### src/rtl/dmux_stream.sv
// dmux_stream: registered stream demultiplexer.
// Steers each accepted input word to the output channel named by its select field. Every
// channel has a one-entry holding slot, so a stalled channel only blocks words bound for it.
//
// Ports:
//   clock      rising-edge clock
//   reset_n    asynchronous active-low reset
//   in_valid   producer presents a word
//   in_ready   presented word can be accepted this cycle
//   in_data    word to route
//   in_sel     destination channel index
//   out_valid  bit k: channel k slot holds a word
//   out_ready  bit k: consumer k takes the word this cycle
//   out_data   channel k data at bits [k*WIDTH +: WIDTH]
//   xfer_count number of accepted input words since reset (wraps)
module dmux_stream #(
  parameter int unsigned WIDTH   = 16,
  parameter int unsigned SEL_W   = 1,
  parameter int unsigned COUNT_W = 16
) (
  input  logic                          clock,
  input  logic                          reset_n,
  input  logic                          in_valid,
  output logic                          in_ready,
  input  logic [WIDTH-1:0]              in_data,
  input  logic [SEL_W-1:0]              in_sel,
  output logic [(2**SEL_W)-1:0]         out_valid,
  input  logic [(2**SEL_W)-1:0]         out_ready,
  output logic [(2**SEL_W)*WIDTH-1:0]   out_data,
  output logic [COUNT_W-1:0]            xfer_count
);

  localparam int unsigned N = 2**SEL_W;

  logic [N-1:0]             valid_q, valid_d;
  logic [N-1:0][WIDTH-1:0]  data_q, data_d;
  logic [COUNT_W-1:0]       count_q, count_d;
  logic                     accept;

  // The target slot can take a word if it is empty or is being drained this same cycle.
  assign in_ready = !valid_q[in_sel] || out_ready[in_sel];
  assign accept   = in_valid && in_ready;

  always_comb begin
    valid_d = valid_q;
    data_d  = data_q;
    count_d = count_q;
    for (int unsigned k = 0; k < N; k++) begin
      if (valid_q[k] && out_ready[k]) begin
        valid_d[k] = 1'b0;
      end
      // A load wins over a drain: the slot stays full with the new word.
      if (accept && (in_sel == SEL_W'(k))) begin
        valid_d[k] = 1'b1;
        data_d[k]  = in_data;
      end
    end
    if (accept) begin
      count_d = count_q + COUNT_W'(1);
    end
  end

  always_ff @(posedge clock or negedge reset_n) begin
    if (!reset_n) begin
      valid_q <= '0;
      data_q  <= '0;
      count_q <= '0;
    end else begin
      valid_q <= valid_d;
      data_q  <= data_d;
      count_q <= count_d;
    end
  end

  assign out_valid  = valid_q;
  assign out_data   = data_q;
  assign xfer_count = count_q;

endmodule

### config.mk
export PLATFORM = sky130hd
export DESIGN_NAME = dmux_stream
export DESIGN_NICKNAME = d
export VERILOG_FILES = /design/src/rtl/dmux_stream.sv
export SDC_FILE = /design/constraint.sdc
export NUM_CORES = 1
export LEC_CHECK = 0
export BUFFER_PORTS_ARGS = -buffer_cell sky130_fd_sc_hd__buf_2
export CAP_MARGIN = 30
export CELL_PAD_IN_SITES_DETAIL_PLACEMENT = 2
export CELL_PAD_IN_SITES_GLOBAL_PLACEMENT = 2
export CORE_UTILIZATION = 29
export CTS_CLUSTER_DIAMETER = 120
export DETAILED_ROUTE_END_ITERATION = 10
export MAX_ROUTING_LAYER = met4
export PLACE_DENSITY = 0.77
export SETUP_SLACK_MARGIN = 0.4
export SLEW_MARGIN = 20
export SYNTH_ARGS = -nofsm -noshare
export SYNTH_HDL_FRONTEND = slang
export SYNTH_SLANG_ARGS = --single-unit
### constraint.sdc
create_clock -name clock -period 1.34 [get_ports clock]
set_clock_uncertainty 0.1 [all_clocks]
set_input_delay 0.402 -clock clock [delete_from_list [all_inputs] [get_ports clock]]
set_output_delay 0.402 -clock clock [all_outputs]
set_load 0.02 [all_outputs]
==> run_results.csv, run 1 <==
group,metric,value,unit
worst_setup_path,reg2reg_to,"xfer_count[11]$_DFFE_PN0P_",
die,core_area,0.006832,mm^2
final_layout,diodes,0,
synth,syn_area_per_cell,14.80,um^2
synth,yosysSeqAreaShare,60.39,%
timing,setup_tns,-14050,ps
cts,cts_made_buffers,5,
power_and_ir_drop,powerDensity,1538,mW/mm^2
global_routing,grt_start_max_net_pins,35,
routing,detail-route-antenna-nets,0,
cts,cts_sinks,50,
synth,synthTopCellsByArea,"dfrtp_1, mux2_2, xor2_1, xnor2_1, and4bb_2",
min_path,min_path_type,"input pin to async pin",
routing,via_per_inst,4.586,
routing,vias,1830,
worst_setup_path,reg2reg_from,"out_valid[0]$_DFFE_PN0P_",
cts,htreeDepth,2,
final_layout,ff_latch_area,0.001272,mm^2
worst_setup_path,path_max_fanout,5,
placement,dp_hpwl,4272,um
timing,setup_violations,99,
routing,wl_met3,389,um
final_layout,final_nets,325,
worst_setup_path,crit_type,"flip-flop to flip-flop",
power_and_ir_drop,power.total,6.190,mW
synth,syn_nets,163,
routing,dr.first_iter.drc_count,31,
final_layout,final_cells,399,
global_routing,overflow,0,
routing,met1Wirelength,3913,um
run,cap_viol_max_count,0,
final_layout,final_cell_mix,"buf_6, buf_4, dfrtp_1",
timing,fmax,570.6,MHz
routing,dr.max_layer_used,"met4",
final_layout,multi_input_area,0.001018,mm^2
synth,synth.distinct_cells,30,
cts,worst_skew_pair.late_latency,310,ps
timing,hold_slack,-43.40,ps
timing,worst_pin_slew,327.8,ps
cts,root_buffer,"clkbuf_8",
synth,synthArstFlopShare,100.0,%
timing,finalCritPeriodShare,130.8,%
worst_setup_path,rr_worst_depth,6,
cts,clk_pin_slew,110,ps
placement,place_inst,330,
timing,rsz0062_at_grt,"yes",
run_status,violations,"hold timing, setup timing",
die,fp-row-count,30,
die,start_util,30.33,%
power_and_ir_drop,ir_worst_vdd,1.042,mV
power_and_ir_drop,p_leak,1.982,nW
die,pin_count,73,
global_routing,grt.total_usage,23.15,%
global_routing,grt_pass1_vias,2077,
timing,drv_slew,0,
worst_setup_path,critPathLaunchType,"flip-flop",
synth,ys_warn_count,0,
placement,port_buffers,72,
synth,syn_area,0.002072,mm^2
routing,firstDrtPassIters,4,
cts,cts_buffer_depth,2,
synth,synth_seq_cells,50,
final_layout,nFillCells,610,
worst_setup_path,worstPathRequired,1440,ps
routing,wl_per_cell,24.87,um
placement,gp_congestion,0.7454,
final_layout,layout_commonest_cell,"buf_6",
routing,drt_wl_total,9923,um
routing,drc,0,
routing,wl_met2,5483,um
die,die_area,0.007487,mm^2
timing,period_needed,1752,ps
cts,cts_tree,"done",
synth,synth-edff-count,0,
worst_setup_path,cp.arrival,1860,ps
timing,setup_ws,-412.4,ps
final_layout,area_growth,94.20,%
die,fp.dieW,86.53,um
timing,slew_headroom,78.15,%
global_routing,grt_pass1_wl,12250,um
synth,syn_inst,140,
die,fp.dieH,86.53,um
synth,dominantRegCellSynth,"dfrtp_1",
synth,synth_top_area_share,60.39,%
timing,hold_violations,50,
synth,synth_top_area_cell,"dfrtp_1",
worst_setup_path,crit_path_end_kind,"flip-flop",
global_routing,antenna_found_initial,0,
worst_setup_path,regToRegSetupSlack,-410,ps
run_status,status,"finished with violations",
final_layout,drive_gt1_share,80.53,%
==> synthesized netlist by cell type (2+ instances only) <==
cell type  instances
and2_1             2
and4bb_2           2
buf_6              2
dfrtp_1           50
mux2_2            33
nand2_1            4
nand2b_1           3
nand4_1            3
nor2_1             4
nor3_1             2
nor3b_1            2
nor4b_1            2
xnor2_1            4
xor2_1            11
==> where the power goes <==
part           internal, mW  switching (mW)
logic                  1.69            1.24
registers              1.83           0.303
clock network         0.559           0.570
total                  4.08            2.11
==> repair_timing <==
| item | 4_1_cts | 5_1_grt |
|---|---|---|
| setup endpoints to repair | 101 | 101 |
| pin swaps | 8 | 6 |
| resized for setup | 136 | 5 |
| setup buffers | 38 | 21 |
| cloned | 2 | 0 |
| endpoints found under the hold margin | 45 | 34 |
==> stage by stage <==
stage	utilization (%)	area (um^2)	hold WS, ps	setup WS [ps]
finish	58.90	4024	-43.40	-412.4
global route	58.90	4024	-52.27	-482.6
CTS	56.15	3836	-18.63	-285.3
detailed placement	42.60	2910	314.0	-434.7
global placement	42.60	2910	292.3	-373.6
floorplan	-	2233	6.409	-187.7
==> critical path, stage by stage (launching register included) <==
cell	delay (ps)
dfrtp_2	450
nand2b_4	100
buf_4	160
a22oi_4	100
buf_6	160
nor4_4	280
xor2_1	280
==> final cells by class <==
| type | count | share of cell area, % |
|---|---|---|
| clock buffer | 6 | 1.803 |
| clock inverter | 2 | 0.9328 |
| multi-input combinational | 86 | 25.31 |
| sequential | 50 | 31.62 |
| tap | 96 | 2.985 |
| timing repair buffer | 159 | 37.34 |
==> state kept, by name, summed over array words and instances, names as in the netlist <==
signal	count
out_data	32
xfer_count	16
out_valid	2
==> logic make-up after synthesis <==
kind of cell    after synthesis  synth area share (%)
simple gates                 35                 11.78
fa+ha+maj                     1                0.6038
compound gates                2                 1.268
buf+inv                       4                 1.691
flops                        50                 60.39
xor+xnor                     15                 6.340
mux                          33                 17.93
==> how the worst max path moves through the flow <==
stage | startpoint | endpoint | slack (ps) | cells after the start
after detailed placement | in_sel | xfer_count[1]$_DFFE_PN0P_ | -430 | 5
after floorplan | in_sel | xfer_count[1]$_DFFE_PN0P_ | -190 | 4
final | out_valid[0]$_DFFE_PN0P_ | xfer_count[11]$_DFFE_PN0P_ | -410 | 6
after global routing | out_valid[0]$_DFFE_PN0P_ | xfer_count[11]$_DFFE_PN0P_ | -480 | 6
after CTS | out_valid[1]$_DFFE_PN0P_ | in_ready | -290 | 3
after global placement | in_sel | xfer_count[1]$_DFFE_PN0P_ | -370 | 5
==> metal layers <==
layer	up-vias	GRT usage, %
li1	810	-
met1	943	25.92
met2	66	43.22
met3	11	3.714
met4	0	5.000
met5	-	-
Note: power is estimated with default switching activity, not from simulation.
==> run 2: changes to the inputs <==
- CORE_UTILIZATION: 29 -> 35
- PLACE_DENSITY: 0.77 -> 0.86
- clock period: 1.34 -> 2.2 ns (I/O delays scaled with it)
==> run 2 against run 1 <==
- the flow now finishes without violations
- sequential share of layout area rose by 14 points
- largest power group is now sequential cells
- via count fell by 22%
- global-route usage fell by 3.9 points
- critical endpoint is now in_ready
- largest cell class is now registers
- clock power fell by 49%
- highest routed layer unchanged
- first-iteration DRC count rose by 84%
- cell count fell by 26%
==> run_results.csv, run 2 (same netlist as run 1, synthesis figures left out) <==
group,metric,value,unit
run_status,status,"finished, final reports clean",
routing,dr.first_iter.drc_count,57,
cts,cts_sinks,50,
die,fp-row-count,27,
min_path,min_path_type,"input pin to async pin",
timing,rsz0062_at_grt,"yes",
final_layout,area_growth,32.55,%
die,core_area,0.005608,mm^2
final_layout,final_cell_area,0.002746,mm^2
cts,worst_skew_pair.late_latency,310,ps
final_layout,diodes,0,
cts,root_buffer,"clkbuf_8",
final_layout,final_cell_mix,"buf_2, dfrtp_1, mux2_2",
global_routing,grt.total_usage,19.28,%
global_routing,antenna_found_initial,0,
die,pin_count,73,
timing,worst_pin_slew,343.3,ps
worst_setup_path,crit_path_end_kind,"primary output",
timing,setup_ws,283.3,ps
routing,wl_per_cell,18.90,um
placement,place_ws,85.70,ps
cts,cts_buffer_depth,2,
power_and_ir_drop,powerDensity,970.8,mW/mm^2
timing,setup_tns,0,ps
routing,firstDrtPassIters,3,
die,fp.dieW,78.94,um
global_routing,grt_pass1_wl,8631,um
power_and_ir_drop,p_leak,1.328,nW
timing,hold_violations,0,
power_and_ir_drop,power.total,2.666,mW
placement,dp_hpwl,4039,um
final_layout,layout_commonest_cell,"buf_2",
worst_setup_path,worstPathRequired,1440,ps
timing,fmax,521.7,MHz
global_routing,overflow,0,
cts,cts_tree,"done",
placement,gp_congestion,0.7228,
timing,slew_headroom,76.79,%
final_layout,largest_reg_flops,32,
worst_setup_path,crit_type,"input pin to primary output",
cts,cts_made_buffers,5,
placement,place_inst,283,
routing,via_per_inst,4.841,
worst_setup_path,reg2reg_to,"xfer_count[8]$_DFFE_PN0P_",
worst_setup_path,regToRegSetupSlack,520,ps
worst_setup_path,path_max_fanout,2,
final_layout,final_util,48.97,%
die,fp.dieH,78.94,um
timing,hold_slack,226.6,ps
final_layout,drive_gt1_share,61.61,%
routing,drc,0,
routing,vias,1433,
placement,port_buffers,72,
cts,ctsHoldBuffers,0,
die,die_area,0.006232,mm^2
worst_setup_path,rr_worst_depth,6,
placement,dpl_cell_area,0.002569,mm^2
run,cap_viol_max_count,0,
final_layout,final_nets,246,
routing,drt_wl_total,5595,um
timing,drv_slew,0,
worst_setup_path,cp.arrival,1160,ps
die,start_util,36.95,%
timing,setup_violations,0,
global_routing,grt_start_max_net_pins,51,
worst_setup_path,critPathLaunchType,"input pin",
worst_setup_path,reg2reg_from,"out_valid[1]$_DFFE_PN0P_",
routing,detail-route-antenna-nets,0,
cts,clk_pin_slew,100,ps
timing,finalCritPeriodShare,87.12,%
global_routing,grt_pass1_vias,1609,
cts,htreeDepth,2,
power_and_ir_drop,ir_worst_vdd,0.5140,mV
final_layout,nFillCells,567,
final_layout,final_cells,296,
timing,period_needed,1917,ps
[run 2: changes by cell type in the layout (fill, tap and decap cells not counted), moves of 13 or more]
| cell | delta |
|---|---|
| buf_2 | +49 |
| buf_4 | -58 |
| buf_6 | -67 |
| dfrtp_1 | +13 |
| dfrtp_2 | -13 |
| mux2_2 | +16 |
| mux2_4 | -16 |
[run 2: worst max-delay path: stages]
cell and delay [ps]:
buf_6 90, nand2b_4 140, nor2_4 100, a21oi_4 40, buf_6 130
[run 2: layout make-up]
cell class                      instances  area [um^2]  share of cell area, %
Clock buffer                            5        68.82                  2.506
Tap cell                               72        90.09                  3.280
Timing Repair Buffer                   80        483.0                  17.59
Clock inverter                          3        28.78                  1.048
Multi-Input combinational cell         86        819.5                  29.84
Sequential cell                        50         1256                  45.74
[run 2: what timing repair did]
action	in CTS	in global routing
buffers inserted	1	4
setup endpoints to repair	1	7
hold endpoints to repair	0	0
resized for setup	5	5
pin swaps	1	2
[run 2: worst max-delay path by stage]
stage          slack [ps]                          to  cells past startpoint         start
2_1_floorplan         420    out_data[17]$_DFFE_PN0P_                      5  out_ready[1]
3_3_place_gp          140  xfer_count[12]$_DFFE_PN0P_                      5        in_sel
3_5_place_dp           90  xfer_count[14]$_DFFE_PN0P_                      5        in_sel
4_1_cts               260                    in_ready                      5  out_ready[0]
5_1_grt               270                    in_ready                      5  out_ready[0]
6_report              280                    in_ready                      5  out_ready[0]
[run 2: routing by layer]
metal | up-vias | wire length (um) | GRT usage (%)
met5 | - | 0 | -
met4 | 0 | 92 | 5.818
met3 | 8 | 349 | 5.287
met2 | 57 | 2845 | 32.87
met1 | 717 | 2307 | 22.23
li1 | 651 | - | -
[run 2: where the power goes]
part	switching [mW]	internal [mW]
Clock	0.338	0.236
Combinational	0.469	0.339
Sequential	0.178	1.11
